===== config.mk =====
export PLATFORM = sky130hd
export DESIGN_NAME = pi_ctrl_mc
export DESIGN_NICKNAME = d
export VERILOG_FILES = /design/src/rtl/pi_ctrl_mc.sv
export SDC_FILE = /design/constraint.sdc
export NUM_CORES = 2
export LEC_CHECK = 0
export ABC_AREA = 1
export CAP_MARGIN = 20
export CORE_MARGIN = 2
export CORE_UTILIZATION = 45
export DETAILED_ROUTE_END_ITERATION = 8
export HOLD_SLACK_MARGIN = 0.08
export PLACE_DENSITY = 0.64
export SYNTH_ARGS = -nofsm -noshare
export SYNTH_HDL_FRONTEND = slang
export SYNTH_SLANG_ARGS = --single-unit

===== constraint.sdc =====
create_clock -name clk -period 7.2 [get_ports clk]
set_input_delay 1.44 -clock clk [delete_from_list [all_inputs] [get_ports clk]]
set_output_delay 1.44 -clock clk [all_outputs]
set_load 0.1 [all_outputs]

===== src/rtl/pi_ctrl_mc.sv =====
// Time-multiplexed PI controller: one shared multiplier pair steps NCH channels
// through ERR/MUL/SAT/INT/OUT, five cycles per channel, with clamp and anti-windup.
module pi_ctrl_mc #(
   parameter int NCH  = 2,
   parameter int DW   = 16,
   parameter int GW   = 32,
   parameter int AW   = 32,
   parameter int FRAC = 10
) (
   input  logic                clk,
   input  logic                rst_n,
   input  logic                start_i,
   input  logic                clr_i,
   input  logic [NCH*DW-1:0]   ref_i,
   input  logic [NCH*DW-1:0]   feed_i,
   input  logic [NCH*GW-1:0]   kp_i,
   input  logic [NCH*GW-1:0]   ki_i,
   input  logic [DW-2:0]       lim_i,
   output logic                busy_o,
   output logic                done_o,
   output logic [NCH*DW-1:0]   out_o,
   output logic [2*NCH-1:0]    sat_o
);
   localparam int PW = GW + DW + 1;
   localparam int CW = (NCH > 1) ? $clog2(NCH) : 1;
   localparam logic signed [AW-1:0] AMAX = {1'b0, {(AW-1){1'b1}}};
   localparam logic signed [AW-1:0] AMIN = {1'b1, {(AW-1){1'b0}}};
   localparam logic signed [AW:0]   RND  = (AW+1)'(1) << (FRAC-1);

   typedef enum logic [2:0] {IDLE, ERR, MUL, SAT, INT, OUT, DONE} state_t;

   state_t                 state_q;
   logic [CW-1:0]          ch_q;
   logic [NCH*DW-1:0]      ref_q, feed_q, out_q;
   logic [NCH*GW-1:0]      kp_q, ki_q;
   logic [DW-2:0]          lim_q;
   logic [2*NCH-1:0]       sat_q;
   logic signed [DW:0]     e_q;
   logic signed [PW-1:0]   pp_q, ip_q;
   logic signed [AW-1:0]   ps_q, is_q;
   logic signed [AW-1:0]   integ_q [NCH];
   logic                   busy_q, done_q;

   // Clip a full-precision product: in range only if all bits above AW-1 match the sign.
   function automatic logic signed [AW-1:0] sat_prod(input logic signed [PW-1:0] x);
      logic [PW-AW:0] top;
      top = x[PW-1:AW-1];
      if (top == '0 || top == '1) return x[AW-1:0];
      else if (x[PW-1])           return AMIN;
      else                        return AMAX;
   endfunction

   function automatic logic signed [AW-1:0] sat_sum(input logic signed [AW-1:0] a,
                                                     input logic signed [AW-1:0] b);
      logic signed [AW:0] t;
      t = a + b;
      if (t[AW] != t[AW-1]) return t[AW] ? AMIN : AMAX;
      return t[AW-1:0];
   endfunction

   logic signed [DW-1:0]   ref_c, feed_c;
   logic signed [GW-1:0]   kp_c, ki_c;
   logic [1:0]             flag_c;
   logic signed [AW-1:0]   integ_c;

   assign ref_c   = ref_q[int'(ch_q)*DW +: DW];
   assign feed_c  = feed_q[int'(ch_q)*DW +: DW];
   assign kp_c    = kp_q[int'(ch_q)*GW +: GW];
   assign ki_c    = ki_q[int'(ch_q)*GW +: GW];
   assign flag_c  = sat_q[2*int'(ch_q) +: 2];
   assign integ_c = integ_q[ch_q];

   logic signed [DW:0]     e_d;
   logic signed [PW-1:0]   pp_d, ip_d;
   logic signed [AW-1:0]   ps_d, is_d, integ_d, s_d;
   logic signed [AW:0]     r_d, lim_s, lim_n;
   logic signed [DW-1:0]   out_d;
   logic [1:0]             flag_d;
   logic                   hold;

   always_comb begin
      e_d     = ref_c - feed_c;
      pp_d    = kp_c * e_q;
      ip_d    = ki_c * e_q;
      ps_d    = sat_prod(pp_q);
      is_d    = sat_prod(ip_q);
      // Stop integrating further into a clamp seen on this channel's previous run.
      hold    = (flag_c == 2'b01 && !e_q[DW] && e_q != '0) || (flag_c == 2'b11 && e_q[DW]);
      integ_d = hold ? integ_c : sat_sum(integ_c, is_q);
      s_d     = sat_sum(ps_q, integ_c);
      r_d     = s_d;
      r_d     = (r_d + RND) >>> FRAC;
      lim_s   = {{(AW+2-DW){1'b0}}, lim_q};
      lim_n   = -lim_s;
      out_d   = r_d[DW-1:0];
      flag_d  = 2'b00;
      if (r_d > lim_s) begin
         out_d  = lim_s[DW-1:0];
         flag_d = 2'b01;
      end else if (r_d < lim_n) begin
         out_d  = lim_n[DW-1:0];
         flag_d = 2'b11;
      end
   end

   always_ff @(posedge clk or negedge rst_n) begin
      if (!rst_n) begin
         state_q <= IDLE;
         ch_q    <= '0;
         ref_q   <= '0;
         feed_q  <= '0;
         kp_q    <= '0;
         ki_q    <= '0;
         lim_q   <= '0;
         out_q   <= '0;
         sat_q   <= '0;
         e_q     <= '0;
         pp_q    <= '0;
         ip_q    <= '0;
         ps_q    <= '0;
         is_q    <= '0;
         busy_q  <= 1'b0;
         done_q  <= 1'b0;
         for (int k = 0; k < NCH; k++) integ_q[k] <= '0;
      end else begin
         case (state_q)
            IDLE: begin
               done_q <= 1'b0;
               if (clr_i) begin
                  sat_q <= '0;
                  for (int k = 0; k < NCH; k++) integ_q[k] <= '0;
               end else if (start_i) begin
                  ref_q   <= ref_i;
                  feed_q  <= feed_i;
                  kp_q    <= kp_i;
                  ki_q    <= ki_i;
                  lim_q   <= lim_i;
                  ch_q    <= '0;
                  busy_q  <= 1'b1;
                  state_q <= ERR;
               end
            end
            ERR: begin
               e_q     <= e_d;
               state_q <= MUL;
            end
            MUL: begin
               pp_q    <= pp_d;
               ip_q    <= ip_d;
               state_q <= SAT;
            end
            SAT: begin
               ps_q    <= ps_d;
               is_q    <= is_d;
               state_q <= INT;
            end
            INT: begin
               integ_q[ch_q] <= integ_d;
               state_q       <= OUT;
            end
            OUT: begin
               out_q[int'(ch_q)*DW +: DW] <= out_d;
               sat_q[2*int'(ch_q) +: 2]   <= flag_d;
               if (ch_q == CW'(NCH-1)) begin
                  busy_q  <= 1'b0;
                  done_q  <= 1'b1;
                  state_q <= DONE;
               end else begin
                  ch_q    <= ch_q + 1'b1;
                  state_q <= ERR;
               end
            end
            DONE: begin
               done_q  <= 1'b0;
               state_q <= IDLE;
            end
            default: state_q <= IDLE;
         endcase
      end
   end

   assign busy_o = busy_q;
   assign done_o = done_q;
   assign out_o  = out_q;
   assign sat_o  = sat_q;
endmodule


**Word level (Yosys, flattened, before mapping)**

Index checks and enable logic that the tools add are counted.

- Register bits: 492

- $add $sub $neg: 8
- Multipliers: 2
- Magnitude comparators: 4
- Eq/ne operators: 16
- Shift operators: 9
- Multiplexer cells: 43
- Bitwise operators: 2
- Reductions and logical operators: 23

Operators by type and width:

| operator | count |
|---|---|
| 32-bit 2-to-1 mux | 15 |
| 64-bit one-hot mux with 2 select lines | 1 |
| 64-bit by 7-bit indexed part select with 32-bit output | 2 |
| 32-bit by 17-bit multiplier with 49-bit output | 2 |
| 32-bit by 32-bit adder with 33-bit output | 2 |
| 64-bit bitwise mux | 1 |
| 64-bit 2-to-1 mux | 1 |
| 32-bit by 6-bit indexed part select with 16-bit output | 2 |
| 18-bit == test (second input constant) | 2 |
| 18-bit logical NOT | 2 |
| 32-bit by 11-bit adder with 33-bit output (second input constant) | 1 |
| 23-bit by 33-bit < comparator with 1-bit output | 1 |
| 15-bit negator with 33-bit output | 1 |
| 2-bit negator with 33-bit output | 1 |
| 5-bit negator with 33-bit output | 1 |
| 16-bit by 33-bit variable shift with 32-bit output (first input constant) | 1 |
| 2-bit by 33-bit variable shift with 4-bit output (first input constant) | 1 |
| 16-bit by 33-bit indexed part select with 32-bit output | 1 |
| 2-bit by 33-bit indexed part select with 4-bit output | 1 |
| 32-bit bitwise mux | 1 |
| 32-bit demux with 1-bit select | 1 |
| 16-bit 2-to-1 mux | 2 |
| 23-bit by 16-bit greater-than comparator with 1-bit output | 1 |
| 3-bit one-hot mux with 6 select lines | 1 |
| other kinds (31) | 62 |

**Depth between registers and ports, before layout**

- Depth after elaboration: 15
- Depth in mapped cells: 51
- Depth with buffers taken out: 46

**Worst setup path after synthesis**

Ideal clock, no wire load.

- Kind: reg2reg
- Start: reg ch_q
- End: reg ip_q[48]
- Data arrival time: 7.565 ns
- Setup slack: -0.448 ns
- Cell stages (with the launch flop): 36
- Clock period less this slack: 7.648 ns
- Cells stage by stage: dfrtp_1 > buf_6 > clkbuf_1 > clkbuf_1 > or2_2 > nand2_1 > inv_1 > clkbuf_1 > nand2_1 > fa_1 > inv_1 > fa_1 > inv_1 > fa_1 > inv_1 > fa_1 > inv_1 > fa_1 > inv_1 > fa_1 > ha_1 > nand2_1 > o21ai_0 > a21oi_1 > o21ai_0 > a21oi_1 > o21ai_0 > nand3_1 > nand3b_1 > a21oi_1 > o21ai_0 > a31oi_1 > o21ai_0 > a21oi_1 > xor2_1 > o21ai_0

- Longest elaborated chain between the ends: 2

RTL lines:

| item | line | text |
|---|---|---|
| start, declared | 33 | `logic [CW-1:0] ch_q;` |
| start signal, assigned | 169 | `ch_q <= ch_q + 1'b1;` |
| 64-bit by 7-bit indexed part select with 32-bit output | 69 | `assign ki_c = ki_q[int'(ch_q)*GW +: GW];` |
| 32-bit by 17-bit multiplier with 49-bit output | 84 | `ip_d = ki_c * e_q;` |
| end signal, assigned | 149 | `ip_q <= ip_d;` |
| end, declared | 39 | `logic signed [PW-1:0] pp_q, ip_q;` |

Every way passes these cells.
A chain may end at the register's enable or synchronous reset.

**Worst setup path in the final report**

- Start: reg ch_q
- End: reg ip_q[40]

The elaborated chain is that of the path after synthesis.

==> run summary <==
Max Freq: 0.1408 GHz
GP Congestion: 1.007
worst slew margin relative to its limit: 27.45%
vias in the first global route: 54880
IO Pins: 249
Final min period: 7.102 ns
mux contribution to synthesized area: 0.2417%
end of the worst register-to-register path: ip_q[40]
die span in y: 375.5 um
Critical Path Slowest Stage Cell: fa_1
largest family of logic cells by synthesized area: adder cells
main area contributors after synthesis: fa_1, dfrtp_1, nand2_1
Clock Path Buffers: 3
largest net degree at the start of global routing: 150
complex-gate fraction of the synthesized area: 6.710%
Hold Buf Count CTS: 0
xor/xnor share of the synthesized area: 2.665%
grt ovf: 0
Max Clock Skew: 0.04447 ns
final period utilization: 98.63%
sequential fraction of the synthesis area: 19.82%
vias per std cell: 5.231
Yosys warnings: 0
Syn Inst Count: 7551
CP peak stage delay: 0.60 ns
count of state elements after synthesis: 492
DP Worst Slack: -0.5997 ns
final hold violations: 0
gr usage total: 28.75%
Die Footprint: 141000 sq um
Synth top area share: 33.65%
first-pass GRT wire length: 313.0 mm
fraction of registers with async set/reset: 100.0%
DRC Markers: 0
cell mode on critical path: fa_1
CTS clk-pin slew, worst paths: 0.06 ns
Post-Place Cells: 9786
status: complete, no violations
RSZ-0062 raised after global routing: yes
simple-gate portion of the synthesized area: 19.91%
Max Slew Vio Count: 0
WHS: 0.4676 ns
core box area: 137300 sq um
WP data required: 7.73 ns
Worst setup EP type: flip-flop
Mapped Area: 62110 sq um
CP Launch Type: flip-flop
Initial Util: 45.23%
final setup fails: 0
clk_lat worst skew: 0.70 ns
setup slack after layout: 0.09840 ns
worst-path maximum fanout: 9
type of the worst min-delay path: reg2reg
initial DRC count: 3805
share of cells above drive strength 1: 12.72%
Detail Placement HPWL: 161.6 mm
Root Buffer: clkbuf_16
worst reg2reg startpoint: ch_q
Yosys cell types: 53
Synth Area in Adders: 40.68%
hold_sp: kp_q[30]
Worst-Margin Slew: 1.087 ns
kind of critical path: reg2reg
cell type with the largest total area after synthesis: fa_1
setup tns final: 0 ns
CP arrival: 7.64 ns
antenna viol nets, final: 0
clock sinks: 492
R2R setup slack: 0.1 ns
R2R depth: 29
CTS tree: done
drt total wl: 198.6 mm
Synth Flop Type: dfrtp_1
Synth Area per Inst: 8.226 sq um
max-cap violations: 0
DIE WIDTH: 375.5 um
total CTS buffers: 55
Area Overhead vs Synth: 17.60%
Hold Path Stages: 2
initial antenna violation count: 7
count of port buffers added during placement: 248
H-tree Lvls: 2
post-DR wirelength/cell: 19.99 um
Nets: 9696
Syn Nets: 9155
Min-Delay Endpoint: kp_q[30]
First-pass DRT Iterations: 6
number of cell rows: 136
final non-filler cell total: 9933
routed vias: 51960
number of flops mapped to enable cells by yosys: 0
==> worst max-delay path, delay by kind of cell (launching register included) <==
family	cells	cell delay [ns]
AND/OR/NAND/NOR	7	1.15
AO/OA/AOI/OAI	4	0.59
flip-flops	1	0.53
XOR/XNOR	1	0.12
buffers and inverters	10	1.29
adder cells (fa/ha/maj)	7	3.26
==> through the flow <==
step / cell area (sq um) / util [%]
2_1_floorplan: 62120 / -
3_3_place_gp: 69700 / 50.76
3_5_place_dp: 69700 / 50.76
4_1_cts: 71760 / 52.26
5_1_grt: 73040 / 53.19
6_report: 73050 / 53.19
==> cell type report <==
type | count | area (sq um)
inverters | 1319 | 5016
repair buffers | 795 | 7061
multi-input cells | 5427 | 44540
well taps | 1794 | 2245
clock buffers | 74 | 1519
flip-flops and latches | 492 | 12330
diodes | 2 | 5.005
fillers | 12970 | 64280
clock inverters | 28 | 311.5
repair inverters | 2 | 21.27
==> routing by layer <==
layer  vias to the layer above  track usage (%)  part of all wire (%)
met2                      1657            47.19                    47
met4                        12            12.09                   4.8
met3                       406            5.083                   7.0
li1                      23880                -                     -
met5                         -                0                 0.038
met1                     26000            37.57                    41
==> worst max-delay path by stage <==
stage | end | start
2_1_floorplan | ip_q[48] | ch_q
3_3_place_gp | ip_q[48] | ch_q
3_5_place_dp | ip_q[48] | ch_q
4_1_cts | ip_q[48] | ch_q
5_1_grt | pp_q[41] | ch_q
6_report | ip_q[40] | ch_q
==> synthesized netlist by cell type (97+ instances only) <==
master,count
xor2_1,97
nand3_1,134
inv_1,1291
fa_1,1044
nand2_1,2006
or2_2,133
dfrtp_1,492
ha_1,349
nor2_1,669
a21oi_1,310
o21ai_0,263
clkbuf_1,290
==> cells by family after synthesis <==
kind of cell             Yosys count
AND/OR/NAND/NOR                 3067
adder cells (fa/ha/maj)         1393
XOR/XNOR                         189
buffers and inverters           1632
flip-flops                       492
AO/OA/AOI/OAI                    763
multiplexers                      15
==> flip-flops by register name, indices dropped and copies added (netlist names), 49 cells and up <==
signal	flops
integ_q	64
ki_q	64
kp_q	64
ip_q	49
pp_q	49
==> layout by cell type, fill, tap and decap left out, types with 10 or more instances in the layout <==
cell,synthesis,routed
a21oi_1,310,280
a21oi_2,0,21
a22oi_1,25,25
a31oi_1,21,19
buf_12,0,22
buf_4,4,496
buf_6,5,23
clkbuf_1,290,13
clkbuf_16,0,59
clkdlybuf4s50_1,0,247
clkinvlp_4,0,15
dfrtp_1,492,482
fa_1,1044,1033
fa_2,0,11
ha_1,349,325
ha_4,0,22
inv_1,1291,1247
inv_2,7,51
mux2i_1,15,15
nand2_1,2006,1953
nand2_2,13,53
nand2_4,4,17
nand3_1,134,132
nand4_1,39,39
nor2_1,669,662
nor3_1,31,25
nor4_1,19,19
o211ai_1,12,12
o21a_1,15,15
o21ai_0,263,210
o21ai_1,27,64
o21ai_2,1,11
o22ai_1,38,38
o31ai_1,10,10
or2_2,133,128
xnor2_1,92,90
xor2_1,97,97
==> timing repair <==
item,4_1_cts,5_1_grt
setup endpoints to repair,24,70
pin swaps,12,74
cloned,1,5
buffers inserted,12,26
gates resized for setup,31,301
Power is left out: the tool's default activity adds up to more than one toggle a clock period on the data nets, which glitch-free logic cannot reach.
